--- config.mk ---
export PLATFORM = sky130hd
export DESIGN_NAME = hazard_ctrl
export DESIGN_NICKNAME = d
export VERILOG_FILES = /design/src/rtl/hazard_ctrl.sv
export SDC_FILE = /design/constraint.sdc
export NUM_CORES = 1
export LEC_CHECK = 0
export BUFFER_PORTS_ARGS = -buffer_cell sky130_fd_sc_hd__buf_2
export CAP_MARGIN = 10
export CORE_AREA = 2 2 75 77
export CTS_CLUSTER_DIAMETER = 60
export DETAILED_ROUTE_END_ITERATION = 6
export DIE_AREA = 0 0 77 79
export HOLD_SLACK_MARGIN = 0.08
export PLACE_DENSITY = 0.65
export SLEW_MARGIN = 20
export SYNTH_ARGS = -nofsm -noshare
export SYNTH_HDL_FRONTEND = slang
export SYNTH_SLANG_ARGS = --single-unit
--- constraint.sdc ---
create_clock -name clk -period 2.26 [get_ports clk]
set_clock_uncertainty 0.15 [all_clocks]
set_input_delay 0.339 -clock clk [delete_from_list [all_inputs] [get_ports clk]]
set_output_delay 0.339 -clock clk [all_outputs]
set_load 0.02 [all_outputs]
--- src/rtl/hazard_ctrl.sv ---
// Hazard and stall sequencer for the 5-stage RV core: drives PC, IF/ID, ID/EX and EX/MEM
// enables/clears for load-use, redirects, data-memory wait and multi-cycle MUL/DIV ops.
module hazard_ctrl #(
  parameter int CNT_W   = 16,
  parameter int MDU_MAX = 64
) (
  input  logic             clk,
  input  logic             rst,
  input  logic [4:0]       id_rs1,
  input  logic [4:0]       id_rs2,
  input  logic             id_use_rs1,
  input  logic             id_use_rs2,
  input  logic [4:0]       ex_rd,
  input  logic             ex_memread,
  input  logic             ex_redirect,
  input  logic             ex_mdu_start,
  input  logic             mdu_done,
  input  logic             mem_wait,
  input  logic             cnt_clr,
  output logic             pc_en,
  output logic             ifid_en,
  output logic             ifid_clear,
  output logic             idex_en,
  output logic             idex_clear,
  output logic             exmem_en,
  output logic             exmem_clear,
  output logic             mdu_busy,
  output logic             mdu_err,
  output logic [CNT_W-1:0] stall_cnt,
  output logic [CNT_W-1:0] flush_cnt,
  output logic             dbg_state
);

  localparam int WD_W = $clog2(MDU_MAX + 1);

  typedef enum logic {
    ST_RUN = 1'b0,
    ST_MDU = 1'b1
  } state_t;

  state_t            r_state;
  logic [WD_W-1:0]   r_wd;
  logic              r_done_pend;
  logic              r_mdu_err;
  logic [CNT_W-1:0]  r_stall_cnt;
  logic [CNT_W-1:0]  r_flush_cnt;

  logic w_lu;
  logic w_done;
  logic w_wd_exp;
  logic w_exit;
  logic w_redirect_acc;
  logic w_mdu_enter;

  assign w_lu = ex_memread & (ex_rd != 5'd0) &
                ((id_use_rs1 & (id_rs1 == ex_rd)) | (id_use_rs2 & (id_rs2 == ex_rd)));

  assign w_done   = mdu_done | r_done_pend;
  // wd saturates at MDU_MAX, so a timeout held off by mem_wait stays asserted
  assign w_wd_exp = (r_wd >= WD_W'(MDU_MAX)) & ~w_done;
  assign w_exit   = (r_state == ST_MDU) & (w_done | w_wd_exp) & ~mem_wait;

  assign w_redirect_acc = ~rst & (r_state == ST_RUN) & ~mem_wait & ex_redirect;
  assign w_mdu_enter    = ~rst & (r_state == ST_RUN) & ~mem_wait & ~ex_redirect & ex_mdu_start;

  always_comb begin
    pc_en       = 1'b1;
    ifid_en     = 1'b1;
    ifid_clear  = 1'b0;
    idex_en     = 1'b1;
    idex_clear  = 1'b0;
    exmem_en    = 1'b1;
    exmem_clear = 1'b0;
    mdu_busy    = 1'b0;
    if (rst) begin
      pc_en       = 1'b0;
      ifid_en     = 1'b0;
      ifid_clear  = 1'b1;
      idex_en     = 1'b0;
      idex_clear  = 1'b1;
      exmem_en    = 1'b0;
      exmem_clear = 1'b1;
    end else begin
      case (r_state)
        ST_RUN: begin
          if (mem_wait) begin
            pc_en    = 1'b0;
            ifid_en  = 1'b0;
            idex_en  = 1'b0;
            exmem_en = 1'b0;
          end else if (ex_redirect) begin
            ifid_clear = 1'b1;
            idex_clear = 1'b1;
          end else if (ex_mdu_start) begin
            pc_en       = 1'b0;
            ifid_en     = 1'b0;
            idex_en     = 1'b0;
            exmem_clear = 1'b1;
          end else if (w_lu) begin
            pc_en      = 1'b0;
            ifid_en    = 1'b0;
            idex_clear = 1'b1;
          end
        end
        ST_MDU: begin
          mdu_busy = 1'b1;
          // Exit cycle: the MDU op leaves EX normally; only a load-use can still hold ID
          if (w_exit) begin
            if (w_lu) begin
              pc_en      = 1'b0;
              ifid_en    = 1'b0;
              idex_clear = 1'b1;
            end
          end else begin
            pc_en   = 1'b0;
            ifid_en = 1'b0;
            idex_en = 1'b0;
            if (mem_wait) begin
              exmem_en = 1'b0;
            end else begin
              exmem_clear = 1'b1;
            end
          end
        end
        default: begin
          pc_en = 1'b1;
        end
      endcase
    end
  end

  always_ff @(posedge clk) begin
    if (rst) begin
      r_state     <= ST_RUN;
      r_wd        <= '0;
      r_done_pend <= 1'b0;
      r_mdu_err   <= 1'b0;
      r_stall_cnt <= '0;
      r_flush_cnt <= '0;
    end else begin
      case (r_state)
        ST_RUN: begin
          if (w_mdu_enter) begin
            r_state     <= ST_MDU;
            r_wd        <= WD_W'(1);
            r_done_pend <= 1'b0;
          end
        end
        ST_MDU: begin
          if (mdu_done) begin
            r_done_pend <= 1'b1;
          end
          if (r_wd < WD_W'(MDU_MAX)) begin
            r_wd <= r_wd + WD_W'(1);
          end
          if (w_wd_exp) begin
            r_mdu_err <= 1'b1;
          end
          if (w_exit) begin
            r_state     <= ST_RUN;
            r_done_pend <= 1'b0;
          end
        end
        default: begin
          r_state <= ST_RUN;
        end
      endcase

      if (cnt_clr) begin
        r_stall_cnt <= '0;
      end else if (~pc_en && (r_stall_cnt != '1)) begin
        r_stall_cnt <= r_stall_cnt + CNT_W'(1);
      end

      if (cnt_clr) begin
        r_flush_cnt <= '0;
      end else if (w_redirect_acc && (r_flush_cnt != '1)) begin
        r_flush_cnt <= r_flush_cnt + CNT_W'(1);
      end
    end
  end

  assign mdu_err   = r_mdu_err;
  assign stall_cnt = r_stall_cnt;
  assign flush_cnt = r_flush_cnt;
  assign dbg_state = r_state;

endmodule

# ---- After elaboration in Yosys (flattened, before gate mapping)
# Cells that the tools add are included.
dict set report word_totals {
  output_inout_bits 42
  elab_cells 92
  ff_bits 42
  in_bits 25
}
dict set report op_classes {
  add_sub_neg 3
  mux 46
  magnitude_cmp 2
  reduce_logical 7
  bitwise_logic 21
  n_eq_ne 7
}
# operator count
set ops {}
lappend ops {{1-bit 2-to-1 mux} 36}
lappend ops {{16-bit by 1-bit adder with 16-bit output, second input constant} 2}
lappend ops {{16-bit != test, second input constant} 2}
lappend ops {{7-bit 2-to-1 mux} 2}
lappend ops {{1-bit one-hot mux with 2 select lines} 7}
lappend ops {{7-bit one-hot mux with 2 select lines} 1}
lappend ops {{1-bit AND} 12}
lappend ops {{5-bit == test} 2}
lappend ops {{7-bit by 1-bit adder with 7-bit output, second input constant} 1}
lappend ops {{7-bit greater-or-equal comparator, second input constant} 1}
lappend ops {{7-bit less-than comparator, second input constant} 1}
lappend ops {{1-bit inverter} 6}
lappend ops {{2-bit AND reduction} 3}
lappend ops {{5-bit nonzero test} 1}
lappend ops {{3-bit by 2-bit != test with 1-bit output, second input constant} 1}
lappend ops {{1-bit bitwise OR} 3}
lappend ops {{1-bit logical AND} 2}
lappend ops {{2-bit by 1-bit != test with 1-bit output, second input constant} 1}
lappend ops {{2-bit != test, second input constant} 1}
lappend ops {{2-bit OR reduction} 1}

# ---- Depth between registers and ports, before layout
dict set report logic_depth {
  word_depth 12
  mapped_depth 9
  depth_no_buf 7
}

# ---- Worst setup path after synthesis
# Ideal clock, no wire load.
dict set report synth_timing {
  kind {flip-flop to output port}
  start {reg r_state (netlist: dbg_state)}
  end {out pc_en}
  path_stages_with_launch 6
  slack_ps -520
  required_time_ps 1771
  arrival_ps 2291
  path_buffers 2
  cell_sequence {dfxtp_1 > buf_2 > nor3b_1 > nor4_1 > a21boi_1 > buf_4}
}
dict set report synth_between {
  elab_chain_len 5
  word_cells_on_any_way 6
  classes_between {mux: 3; bitwise: 3}
}
# element line
set synth_rtl {}
lappend synth_rtl {{from (decl)} 41} ;# state_t r_state;
lappend synth_rtl {{from (signal assigned)} 134} ;# r_state <= ST_RUN;
lappend synth_rtl {{from (signal assigned)} 144} ;# r_state <= ST_MDU;
lappend synth_rtl {{from (signal assigned)} 160} ;# r_state <= ST_RUN;
lappend synth_rtl {{1-bit AND (2 in a row)} 61} ;# assign w_exit = (r_state == ST_MDU) & (w_done | w_wd_exp) & ~mem_wait;
lappend synth_rtl {{1-bit 2-to-1 mux} --}
lappend synth_rtl {{1-bit one-hot mux with 2 select lines (*)} --}
lappend synth_rtl {{1-bit 2-to-1 mux (*)} --}
lappend synth_rtl {{to (decl)} 20} ;# output logic pc_en,
# Mark *: on every way between the ends. The rest lies on a longest branch, timed or not.

# ---- Final worst setup path
dict set report layout_timing {
  start {in ex_rd[1]}
  end {out pc_en}
}
dict set report layout_between {
  elab_chain_len 10
  word_cells_on_any_way 15
  classes_between {eq/ne: 2; mux: 7; bitwise: 5; reduce/logical: 1}
}
# element line
set layout_rtl {}
lappend layout_rtl {{from (decl)} 13} ;# input logic [4:0] ex_rd,
lappend layout_rtl {{5-bit == test} 56} ;# ((id_use_rs1 & (id_rs1 == ex_rd)) | (id_use_rs2 & (id_rs2 == ex_rd)));
lappend layout_rtl {{1-bit AND} 56}
lappend layout_rtl {{1-bit bitwise OR} 56}
lappend layout_rtl {{1-bit AND (*)} 55} ;# assign w_lu = ex_memread & (ex_rd != 5'd0) &
lappend layout_rtl {{1-bit 2-to-1 mux (*)} {99, 109}}
lappend layout_rtl {{1-bit 2-to-1 mux} 94} ;# end else if (ex_mdu_start) begin
lappend layout_rtl {{1-bit 2-to-1 mux} 91} ;# end else if (ex_redirect) begin
lappend layout_rtl {{1-bit 2-to-1 mux} 86} ;# if (mem_wait) begin
lappend layout_rtl {{1-bit one-hot mux with 2 select lines (*)} 84} ;# case (r_state)
lappend layout_rtl {{1-bit 2-to-1 mux (*)} 75} ;# if (rst) begin
# Marked as above.

==> summary.md <==
| Metric | Value |
|---|---|
| Worst vdd ir | `0.0003547 V` |
| Drt drc | `0` |
| #FFs+latches synth | `42` |
| Worst hold slack | `0.2174 ns` |
| Cell Rows | `27` |
| Final Util | `54.06%` |
| Final setup viols | `0` |
| CTS max path bufs | `2` |
| Crit-path max cell delay | `0.56 ns` |
| Worst slew pin tran | `0.6358 ns` |
| Crit path DAT | `1.65 ns` |
| Fin. max-slew vios | `0` |
| Antenna viol nets, final | `0` |
| Critical-path top delay cell | `or4_4` |
| Vias in the first global route | `1895` |
| Distinct cell type count after synthesis | `44` |
| Synthesized area | `0.002222 mm²` |
| Post-DP HPWL | `3785 µm` |
| Final Hold Fails | `0` |
| Seq/Total Area, Yosys | `37.84%` |
| Initial Util | `41.63%` |
| Final GP Congestion | `0.7528` |
| Clock Pin Slew Worst Setup and Hold Paths | `0.07 ns` |
| Total wire length | `5146 µm` |
| Final worst-path cycle share | `94.80%` |
| Core area | `0.005338 mm²` |
| DR pass1 iterations | `4` |
| Worst min path class | `in2reg` |
| Worst slew margin | `57.62%` |
| Setup_tns | `0 ns` |
| F_max | `466.8 MHz` |
| DR WL/cell | `12.14 µm` |
| Share of cells above drive strength 1 | `30.97%` |
| Critical-path maximum fanout | `3` |
| Largest net degree at the start of global routing | `33` |
| Cts bufs inserted | `5` |
| Startpoint types | `primary input` |
| GRT Total Usage | `17.00%` |
| Most common cell after layout, fill and taps aside | `buf_2` |
| CTS Hold Bufs | `0` |
| Number of synthesized flops with an enable pin | `0` |
| Synth Flop Type | `dfxtp_1` |
| Area growth from synthesis to layout | `29.84%` |
| Crit path time final | `2.142 ns` |
| Initial antenna violation count | `0` |
| Max_cap viols | `0` |
| Final #Nets | `379` |
| Commonest non-fill, non-tap cells in the layout | `buf_2, dfxtp_1, nor2_1` |
| WS Path Type | `in2out` |
| Critical Path Most Common Cell | `buf_2` |
| Worst-skew pair later-pin latency | `0.29 ns` |
| Syn Inst Count | `268` |
| Vias | `2163` |
| TritonCTS clock tree | `yes` |
| Vias per inst | `5.101` |
| Power per standard cell area | `487.5 mW/mm²` |
| RSZ-0062 raised after global routing | `false` |
| Clock Sinks | `42` |
| CP endpoint kind | `output port` |
| Global-route wire length before repair | `8542 µm` |
| CP cell instances | `buf_2, or4_4, o211a_1, a21boi_4, buf_2` |
| Post-synth ARST share | `0%` |
| WP buf/inv | `2` |
| Synth Area per Inst | `8.292 µm²` |
| # port buffers | `66` |
| Warnings from Yosys | `0` |
| Outcome | `finished, final reports clean` |
| Root buf cell | `clkbuf_8` |
| Critical Path RT | `1.77 ns` |
| CTS H-tree lvls | `2` |
| Die Ht | `79 µm` |
| Leak Pwr | `1.191 nW` |
| Crit path max-delay family | `simple AND/OR/NAND/NOR gates` |
| Grt ovf | `0` |
| Initial drt markers | `47` |
| Ports | `67` |
| Die area | `0.006083 mm²` |
| Ant diodes | `0` |
| Die X | `77 µm` |
| Total nets after synthesis | `296` |
==> final cells by class <==
type                       instances  area (µm²)
timing repair buffer              87       500.5
inverter                           3       11.26
fill                             553        2452
clock inverter                     1       5.005
multi-input combinational        212        1351
tap                               72       90.09
clock buffer                       7       86.33
sequential                        42       840.8
==> where the power goes <==
part	total [mW]	internal, mW	switching, mW
clock network	0.487	0.246	0.241
registers	0.750	0.745	0.00526
logic	0.170	0.0745	0.0951
==> registers in the layout, indices dropped and copies added, names as in the netlist <==
register and cells:
r_wd 7, stall_cnt 16, r_done_pend 1, dbg_state 1, flush_cnt 16, mdu_err 1
==> Yosys cell counts, drive strengths merged (2+ instances only) <==
library cell,instances,area (µm²)
nand2b,3,18.77
inv,3,11.26
or4,2,18.77
nand3,19,95.09
and3,7,43.79
a21oi,19,106.4
o21ai,16,80.07
nor3,3,15.01
nor4b,2,30.03
clkbuf,5,18.77
ha,3,37.54
mux2i,3,30.03
and4,6,52.55
dfxtp,42,840.8
or3,14,87.58
xor2,12,105.1
xnor2,16,140.1
a31oi,4,25.02
or2,3,18.77
and2,3,18.77
nand2,23,86.33
nor4,2,12.51
nor2b,4,25.02
nor2,30,112.6
buf,6,51.29
nand4,7,43.79
==> kinds of logic (layout without fill, tap and decap cells) <==
kind of cell               Yosys count  count (layout)  synth area share (%)
DFF                                 42              42                 37.84
adders and majority gates            3               3                 1.689
buffers and inverters               14              98                 3.660
muxes                                3               3                 1.351
and+or+nand+nor                    130             130                 31.42
AOI/OAI and AO/OA                   48              48                 13.01
xor gates and xnor gates            28              28                 11.04
==> layer usage <==
layer | share of wire (%) | vias up | GRT usage [%]
met1 | 46 | 983 | 22.06
met2 | 46 | 56 | 27.54
met3 | 6.6 | 5 | 4.659
met5 | 0 | - | 0
li1 | - | 1119 | -
met4 | 1.1 | 0 | 5.536
==> final timing paths <==
| kind | from | to | slack (ns) | cells past startpoint |
|---|---|---|---|---|
| max | ex_rd[1] | pc_en | 0.12 | 5 |
| min | mdu_done | r_done_pend | 0.22 | 3 |
| max reg2reg | stall_cnt[9] | stall_cnt[14] | 0.13 | 7 |
| min reg2reg | mdu_err | mdu_err | 0.32 | 2 |
==> stage by stage <==
stage	instance area (µm²)	setup WS (ns)	total power, mW	instances
floorplan	2241	0.05996	0.8715	268
global placement	2754	0.09107	0.9289	415
detailed placement	2754	0.04218	0.9314	415
CTS	2845	0.06987	1.430	423
global route	2885	0.005723	1.482	424
finish	2885	0.1176	1.407	424
==> what timing repair did <==
| action | in CTS | in global routing |
|---|---|---|
| resized for setup | 0 | 5 |
| setup buffers | 0 | 1 |
| endpoints found under the setup margin | 0 | 7 |
| hold endpoints to repair | 0 | 0 |
==> worst reg2reg max path, stage by stage, from the launching register on <==
cell	delay [ns]
dfxtp_1	0.35
and4_1	0.24
and3_1	0.23
a31oi_2	0.23
a21oi_4	0.09
buf_12	0.16
or4_1	0.47
a21oi_1	0.14
No activity file was read; power rests on OpenSTA's default activity.
